## src/rtl/sd_data_pkg.sv

```systemverilog
// Shared types and constants for the SD host DATA-path sequencer.
package sd_data_pkg;

    localparam int unsigned BLKLEN_W = 12;
    localparam int unsigned BLKCNT_W = 16;
    localparam int unsigned CNT_W    = 32;
    localparam int unsigned IDLE_W   = 16;

    localparam logic [1:0] MODO_HOLD = 2'b00;
    localparam logic [1:0] MODO_DOWN = 2'b01;
    localparam logic [1:0] MODO_LOAD = 2'b11;

    typedef enum logic [2:0] {
        IDLE,
        LOAD_D,
        DATA,
        LOAD_C,
        CRC,
        NEXT
    } seq_state_e;

    // Counter preload for a block of len bytes: it counts len-1 down to 0.
    function automatic logic [CNT_W-1:0] blk_preload(input logic [BLKLEN_W-1:0] len);
        return CNT_W'(len - BLKLEN_W'(1));
    endfunction

endpackage

```

## src/rtl/data_timeout_timer.sv

```systemverilog
// Idle-cycle watchdog between byte strobes; only present when DATA_TIMEOUT_EN is defined.
`ifdef DATA_TIMEOUT_EN
module data_timeout_timer
    import sd_data_pkg::*;
#(
    parameter int unsigned TIMEOUT = 1024
) (
    input  logic clk_i,
    input  logic rst_i,
    input  logic clear_i,
    input  logic enable_i,
    output logic expired_c_o
);

    logic [IDLE_W-1:0] count_q;
    logic [IDLE_W-1:0] count_d;

    // Counts consecutive enabled cycles without a strobe; saturates at the limit.
    always_comb begin
        count_d = count_q;
        if (clear_i || !enable_i) begin
            count_d = '0;
        end else if (count_q != IDLE_W'(TIMEOUT)) begin
            count_d = count_q + IDLE_W'(1);
        end
    end

    always_ff @(posedge clk_i) begin
        if (rst_i) begin
            count_q <= '0;
        end else begin
            count_q <= count_d;
        end
    end

    // Fires in the idle cycle that completes the allowed gap.
    assign expired_c_o = enable_i && !clear_i && (count_q == IDLE_W'(TIMEOUT - 1));

endmodule
`endif

```

## src/rtl/data_seq_ctrl.sv

```systemverilog
// Multi-block DATA sequencer driving the external structural down-counter.
// Optional idle-strobe watchdog is built when DATA_TIMEOUT_EN is defined.
module data_seq_ctrl
    import sd_data_pkg::*;
#(
    parameter int unsigned CRC_LEN = 2
`ifdef DATA_TIMEOUT_EN
    ,
    parameter int unsigned TIMEOUT = 1024
`endif
) (
    input  logic                iCLK,
    input  logic                iReset,
    input  logic                iStart,
    input  logic                iAbort,
    input  logic [BLKLEN_W-1:0] iBlkLen,
    input  logic [BLKCNT_W-1:0] iBlkCnt,
    input  logic                iByteValid,
    input  logic                iRCO,
    output logic                oENB,
    output logic [1:0]          oMODO,
    output logic [CNT_W-1:0]    oD,
    output logic                oInData,
    output logic                oInCrc,
    output logic [BLKCNT_W-1:0] oBlocksLeft,
    output logic                oBusy,
    output logic                oDone,
    output logic                oError
);

    seq_state_e          state_q, state_d;
    logic [BLKLEN_W-1:0] len_q, len_d;
    logic [BLKCNT_W-1:0] blocks_q, blocks_d;
    logic [CNT_W-1:0]    d_q, d_d;
    logic                done_q, done_d;
    logic                err_q, err_d;
    logic                busy_q, in_data_q, in_crc_q, load_q;
    logic                last_byte_c;
    logic                timeout_c;
    logic                enb_c;
    logic [1:0]          modo_c;

    assign last_byte_c = iByteValid && iRCO;

`ifdef DATA_TIMEOUT_EN
    data_timeout_timer #(
        .TIMEOUT (TIMEOUT)
    ) u_timeout (
        .clk_i       (iCLK),
        .rst_i       (iReset),
        .clear_i     (iByteValid),
        .enable_i    (in_data_q || in_crc_q),
        .expired_c_o (timeout_c)
    );
`else
    assign timeout_c = 1'b0;
`endif

    // Next-state and registered-output values.
    always_comb begin
        state_d  = state_q;
        len_d    = len_q;
        blocks_d = blocks_q;
        d_d      = d_q;
        done_d   = 1'b0;
        err_d    = 1'b0;

        case (state_q)
            IDLE: begin
                if (iStart) begin
                    if ((iBlkLen != '0) && (iBlkCnt != '0)) begin
                        len_d    = iBlkLen;
                        blocks_d = iBlkCnt;
                        d_d      = blk_preload(iBlkLen);
                        state_d  = LOAD_D;
                    end else begin
                        err_d = 1'b1;
                    end
                end
            end
            LOAD_D: state_d = DATA;
            DATA: begin
                if (timeout_c) begin
                    err_d   = 1'b1;
                    state_d = IDLE;
                end else if (last_byte_c) begin
                    d_d     = CNT_W'(CRC_LEN - 1);
                    state_d = LOAD_C;
                end
            end
            LOAD_C: state_d = CRC;
            CRC: begin
                if (timeout_c) begin
                    err_d   = 1'b1;
                    state_d = IDLE;
                end else if (last_byte_c) begin
                    state_d = NEXT;
                end
            end
            NEXT: begin
                blocks_d = blocks_q - BLKCNT_W'(1);
                if (blocks_q == BLKCNT_W'(1)) begin
                    done_d  = 1'b1;
                    state_d = IDLE;
                end else begin
                    d_d     = blk_preload(len_q);
                    state_d = LOAD_D;
                end
            end
            default: state_d = IDLE;
        endcase

        // Abort overrides everything, including a same-cycle start or completion.
        if (iAbort) begin
            state_d  = IDLE;
            blocks_d = '0;
            done_d   = 1'b0;
            err_d    = 1'b0;
        end
    end

    always_ff @(posedge iCLK) begin
        if (iReset) begin
            state_q   <= IDLE;
            len_q     <= '0;
            blocks_q  <= '0;
            d_q       <= '0;
            done_q    <= 1'b0;
            err_q     <= 1'b0;
            busy_q    <= 1'b0;
            in_data_q <= 1'b0;
            in_crc_q  <= 1'b0;
            load_q    <= 1'b0;
        end else begin
            state_q   <= state_d;
            len_q     <= len_d;
            blocks_q  <= blocks_d;
            d_q       <= d_d;
            done_q    <= done_d;
            err_q     <= err_d;
            busy_q    <= (state_d != IDLE);
            in_data_q <= (state_d == DATA);
            in_crc_q  <= (state_d == CRC);
            load_q    <= (state_d == LOAD_D) || (state_d == LOAD_C);
        end
    end

    // Counter control: loads come from state, steps follow the strobe in the same cycle.
    always_comb begin
        enb_c  = 1'b0;
        modo_c = MODO_HOLD;
        if (!iAbort) begin
            if (load_q) begin
                enb_c  = 1'b1;
                modo_c = MODO_LOAD;
            end else if ((in_data_q || in_crc_q) && iByteValid) begin
                enb_c  = 1'b1;
                modo_c = MODO_DOWN;
            end
        end
    end

    assign oENB        = enb_c;
    assign oMODO       = modo_c;
    assign oD          = d_q;
    assign oInData     = in_data_q;
    assign oInCrc      = in_crc_q;
    assign oBlocksLeft = blocks_q;
    assign oBusy       = busy_q;
    assign oDone       = done_q;
    assign oError      = err_q;

endmodule

```

## config.mk

```make
export PLATFORM = sky130hd
export DESIGN_NAME = data_seq_ctrl
export DESIGN_NICKNAME = d
export VERILOG_FILES = /design/src/rtl/sd_data_pkg.sv /design/src/rtl/data_timeout_timer.sv /design/src/rtl/data_seq_ctrl.sv
export SDC_FILE = /design/constraint.sdc
export NUM_CORES = 1
export LEC_CHECK = 0
export CAP_MARGIN = 20
export CORE_UTILIZATION = 50
export DETAILED_ROUTE_END_ITERATION = 10
export PLACE_DENSITY = 0.88
export SKIP_LAST_GASP = 1
export SLEW_MARGIN = 25
export SYNTH_ARGS = -nofsm -noshare
export SYNTH_HDL_FRONTEND = slang
export SYNTH_SLANG_ARGS = --single-unit
```

## constraint.sdc

```tcl
create_clock -name iCLK -period 5.8 [get_ports iCLK]
set_input_delay 1.74 -clock iCLK [delete_from_list [all_inputs] [get_ports iCLK]]
set_output_delay 1.74 -clock iCLK [all_outputs]
set_load 0.05 [all_outputs]
```

==> parameters.txt <==
Parameter                              Value

Drt
  First drt pass iteration count ... 4
  Remaining DRCs ... 0
  DR WL/cell ... 13.9 um
  Number of nets with antenna violations after detailed routing ... 0
  Drt total wl ... around 6900 um
  Via-to-Cell Ratio ... 5.64
  Via count ... roughly 2800
  Violation count after the first detailed-routing iteration ... 199

Die
  Die span in y ... 77.9 um
  FP Rows ... 27
  Top-level I/O count ... 90
  Die Outline Area ... 0.00606 mm2
  Core area ... 0.00554 mm2
  Initial core utilization ... 51.9%
  Die span in x ... 77.9 um

Setup path
  Crit path launch ... iByteValid
  Reg2Reg Depth ... 9
  Worst r2r dst ... oD[10]
  Setup crit end kind ... output pin
  Maximum fanout along the worst path ... 3
  Reg2Reg Setup Slack ... 2.46 ns
  Reg-to-Reg Start ... state_q[2]
  Worst Setup Path Type ... in2out
  Required time of the worst setup path ... 4.06 ns
  Data arrival, critical path ... 3.36 ns
  Element type at the critical path start ... input port

Synthesis
  Netlist cell types ... 52
  Number of storage elements in the synthesis netlist ... 50
  Main synth FF type ... sky130_fd_sc_hd__dfxtp_1
  Number of flops mapped to enable cells by yosys ... 0
  Avg Inst Size Synth ... 7.91 um2
  Number of warnings printed during yosys synthesis ... 0
  Post-Syn Instances ... approximately 360
  Ranking of synthesized cells by area ... sky130_fd_sc_hd__dfxtp_1, sky130_fd_sc_hd__a21oi_1, sky130_fd_sc_hd__nand2_1, sky130_fd_sc_hd__buf_4, sky130_fd_sc_hd__nor2_1
  Top-area cell type share of the netlist area ... 34.8%
  Fraction of synthesis flops using an asynchronous set or reset pin ... 0%
  Most numerous cell types in the synthesized netlist ... sky130_fd_sc_hd__dfxtp_1, sky130_fd_sc_hd__nand2_1, sky130_fd_sc_hd__nor2_1
  Total standard cell area after synthesis ... 0.00288 mm2
  Post-synthesis net count ... 401
  Most frequently used cell type in the post-synthesis netlist ... sky130_fd_sc_hd__dfxtp_1
  Cell type with the highest aggregate area in the netlist ... sky130_fd_sc_hd__dfxtp_1
  Seq/Total Area, Yosys ... a little over a third

Clocking
  Post_cts resized ... 0
  Number of buffers created by CTS ... 5
  Post CTS Setup Buffer Count ... 0
  Number of H-tree branching levels ... 2
  Maximum buffer depth of the clock tree ... 2
  Clock latency on the worst-skew pair ... approximately 0.31 ns
  Clock Tree Root ... sky130_fd_sc_hd__clkbuf_8
  Clock edge transition at the registers on the reported setup and hold paths ... ~0.09 ns
  Clock tree from TritonCTS ... yes
  Post-CTS Hold Buffers ... 0
  Sink Count ... 50

STA
  Max-slew headroom ... 36.4%
  Pin slew with the least headroom to its limit ... 0.954 ns
  Setup TNS ... 0 ns
  Unrepaired setup endpoints after global routing ... no
  Final hold viol count ... 0
  Final period utilization ... 87.9%
  Setup violation total in the final timing report ... 0
  Period minus WS final ... roughly 5 ns
  Highest Clock Rate ... 196 MHz
  Worst path setup slack after routing ... approximately 0.70 ns
  Maximum clock skew at final layout ... 0.00571 ns
  Max-slew violation count ... 0
  Hold slack final ... 0.476 ns

Place
  Total half-perimeter wirelength after legalization and detailed placement ... 5070 um
  Instance count after placement with tap cells included ... 485
  Count of port buffers added during placement ... a little under 90
  Worst slack after detailed placement ... 0.704 ns
  RD Place Congestion ... between 0.8 and 0.9

Pwr
  Switch share ... between 30% and 40%
  Int Power ... 0.000567 W
  Cell area power density ... 220 mW/mm2
  Proportion of power drawn by flip-flops and latches ... 46.4%
  Power spent charging and discharging nets ... 0.000245 W
  Power, Total ... just over 0.0008 W
  Combinational group share of total power ... 23.2%
  Total leakage power ... 1.36 nW
  Clock power share ... 30.4%
  IR Drop Worst-Case VDD ... 115 uV

Worst hold path
  Worst min-delay path class ... reg2reg
  Start point of the worst min-delay path ... oD[4]
  End point of the worst hold path ... oD[4]
  Cell depth of the worst hold path ... 2

Final layout
  Finished Layout Cells ... 493
  Count of filler cells inserted in the layout ... 459
  Count of inserted antenna diode cells ... 0
  Layout area overhead ... 28.4%
  Total number of nets in the final design ... between 400 and 500
  Proportion of layout cells with a drive suffix above 1 ... 4.75%

Global routing
  GRT Residual Overflow ... 0
  Number of antenna violations at the first check in global routing ... 0
  First-pass GRT wire length ... 11100 um
  Largest net degree at the start of global routing ... 30
  Vias in the first global route ... 2367
  Total track usage ... about 23%

Run status
  Run status ... complete, no violations

Job
  Maximum capacitance violations ... 0
==> metal layers <==
| metal | share of wire (%) | GRT usage, % |
|---|---|---|
| met1 | 45 | 30.3 |
| met3 | 7.1 | 4.59 |
| met4 | 1.3 | 6.60 |
| met5 | 0 | 0 |
| met2 | 47 | 37.4 |
==> cells in the final DEF, fill, tap and decap left out, types with 3 or more instances in the layout <==
| master | netlist | layout |
|---|---|---|
| sky130_fd_sc_hd__a21oi_1 | 36 | 36 |
| sky130_fd_sc_hd__a22oi_1 | 3 | 3 |
| sky130_fd_sc_hd__a31oi_1 | 3 | 3 |
| sky130_fd_sc_hd__and3_1 | 3 | 3 |
| sky130_fd_sc_hd__and4_1 | 3 | 3 |
| sky130_fd_sc_hd__clkbuf_8 | 0 | 5 |
| sky130_fd_sc_hd__clkdlybuf4s50_1 | 0 | 88 |
| sky130_fd_sc_hd__dfxtp_1 | 50 | 50 |
| sky130_fd_sc_hd__ha_1 | 3 | 3 |
| sky130_fd_sc_hd__inv_1 | 5 | 5 |
| sky130_fd_sc_hd__mux2i_1 | 7 | 7 |
| sky130_fd_sc_hd__nand2_1 | 44 | 44 |
| sky130_fd_sc_hd__nand2b_1 | 8 | 8 |
| sky130_fd_sc_hd__nand3_1 | 18 | 18 |
| sky130_fd_sc_hd__nor2_1 | 38 | 38 |
| sky130_fd_sc_hd__nor3_1 | 15 | 15 |
| sky130_fd_sc_hd__nor3b_1 | 3 | 3 |
| sky130_fd_sc_hd__nor4_1 | 10 | 10 |
| sky130_fd_sc_hd__o2111ai_1 | 4 | 4 |
| sky130_fd_sc_hd__o211ai_1 | 5 | 5 |
| sky130_fd_sc_hd__o21ai_0 | 7 | 7 |
| sky130_fd_sc_hd__or3_1 | 4 | 4 |
| sky130_fd_sc_hd__or4_1 | 3 | 3 |
| sky130_fd_sc_hd__xnor2_1 | 8 | 8 |
| sky130_fd_sc_hd__xor2_1 | 10 | 10 |
==> worst max-delay path, stage by stage <==
cell	delay (ns)
sky130_fd_sc_hd__clkdlybuf4s50_1	0.51
sky130_fd_sc_hd__o21ai_0	0.10
sky130_fd_sc_hd__a21oi_1	0.18
sky130_fd_sc_hd__clkdlybuf4s50_1	0.82
==> power by group through the flow <==
stage	sequential (W)	clock [W]	combinational, W
after global placement	0.000384	0	0.000185
after detailed placement	0.000384	0	0.000188
final	0.000377	0.000247	0.000189
after floorplan	0.000419	0	0.0000894
after global routing	0.000380	0.000267	0.000203
after CTS	0.000377	0.000250	0.000188
==> layout make-up <==
type | instances | area (um2) | share of cell area (%)
clock buffer | 5 | 68.8 | 1.86
clock inverter | 3 | 43.8 | 1.18
inverter | 5 | 18.8 | 0.508
multi-input combinational | 267 | 1570 | 42.6
sequential | 50 | 1000 | 27.1
tap | 72 | 90.1 | 2.44
timing repair buffer | 91 | 901 | 24.4
==> flip-flops by register name (all words and copies together) (netlist names) <==
signal	count
oBusy	1
oInCrc	1
oD	13
len_q	12
load_q	1
state_q	3
oBlocksLeft	16
oInData	1
oError	1
oDone	1
==> worst max path at each step <==
| stage | cells past startpoint | slack [ns] | endpoint |
|---|---|---|---|
| CTS | 4 | 0.70 | oMODO[0] |
| global placement | 4 | 0.74 | oMODO[0] |
| finish | 4 | 0.70 | oENB |
| global route | 4 | 0.66 | oENB |
| floorplan | 3 | 1.07 | oMODO[0] |
| detailed placement | 4 | 0.70 | oMODO[0] |
==> logic make-up after synthesis <==
kind of cell	count (synthesis)	synth area share (%)
buffers and inverters	47	10.6
adders and majority gates	3	1.30
muxes	7	2.43
xor gates and xnor gates	18	5.48
and+or+nand+nor	163	28.3
AOI/OAI and AO/OA	76	17.1
DFF	50	34.8
==> metrics by stage <==
stage / utilization (%) / instance area (um2)
2_1_floorplan: - / 2880
3_3_place_gp: 64.8 / 3590
3_5_place_dp: 64.8 / 3590
4_1_cts: 66.8 / 3700
5_1_grt: 66.7 / 3700
6_report: 66.7 / 3700
(Power assumes the default switching activity.)
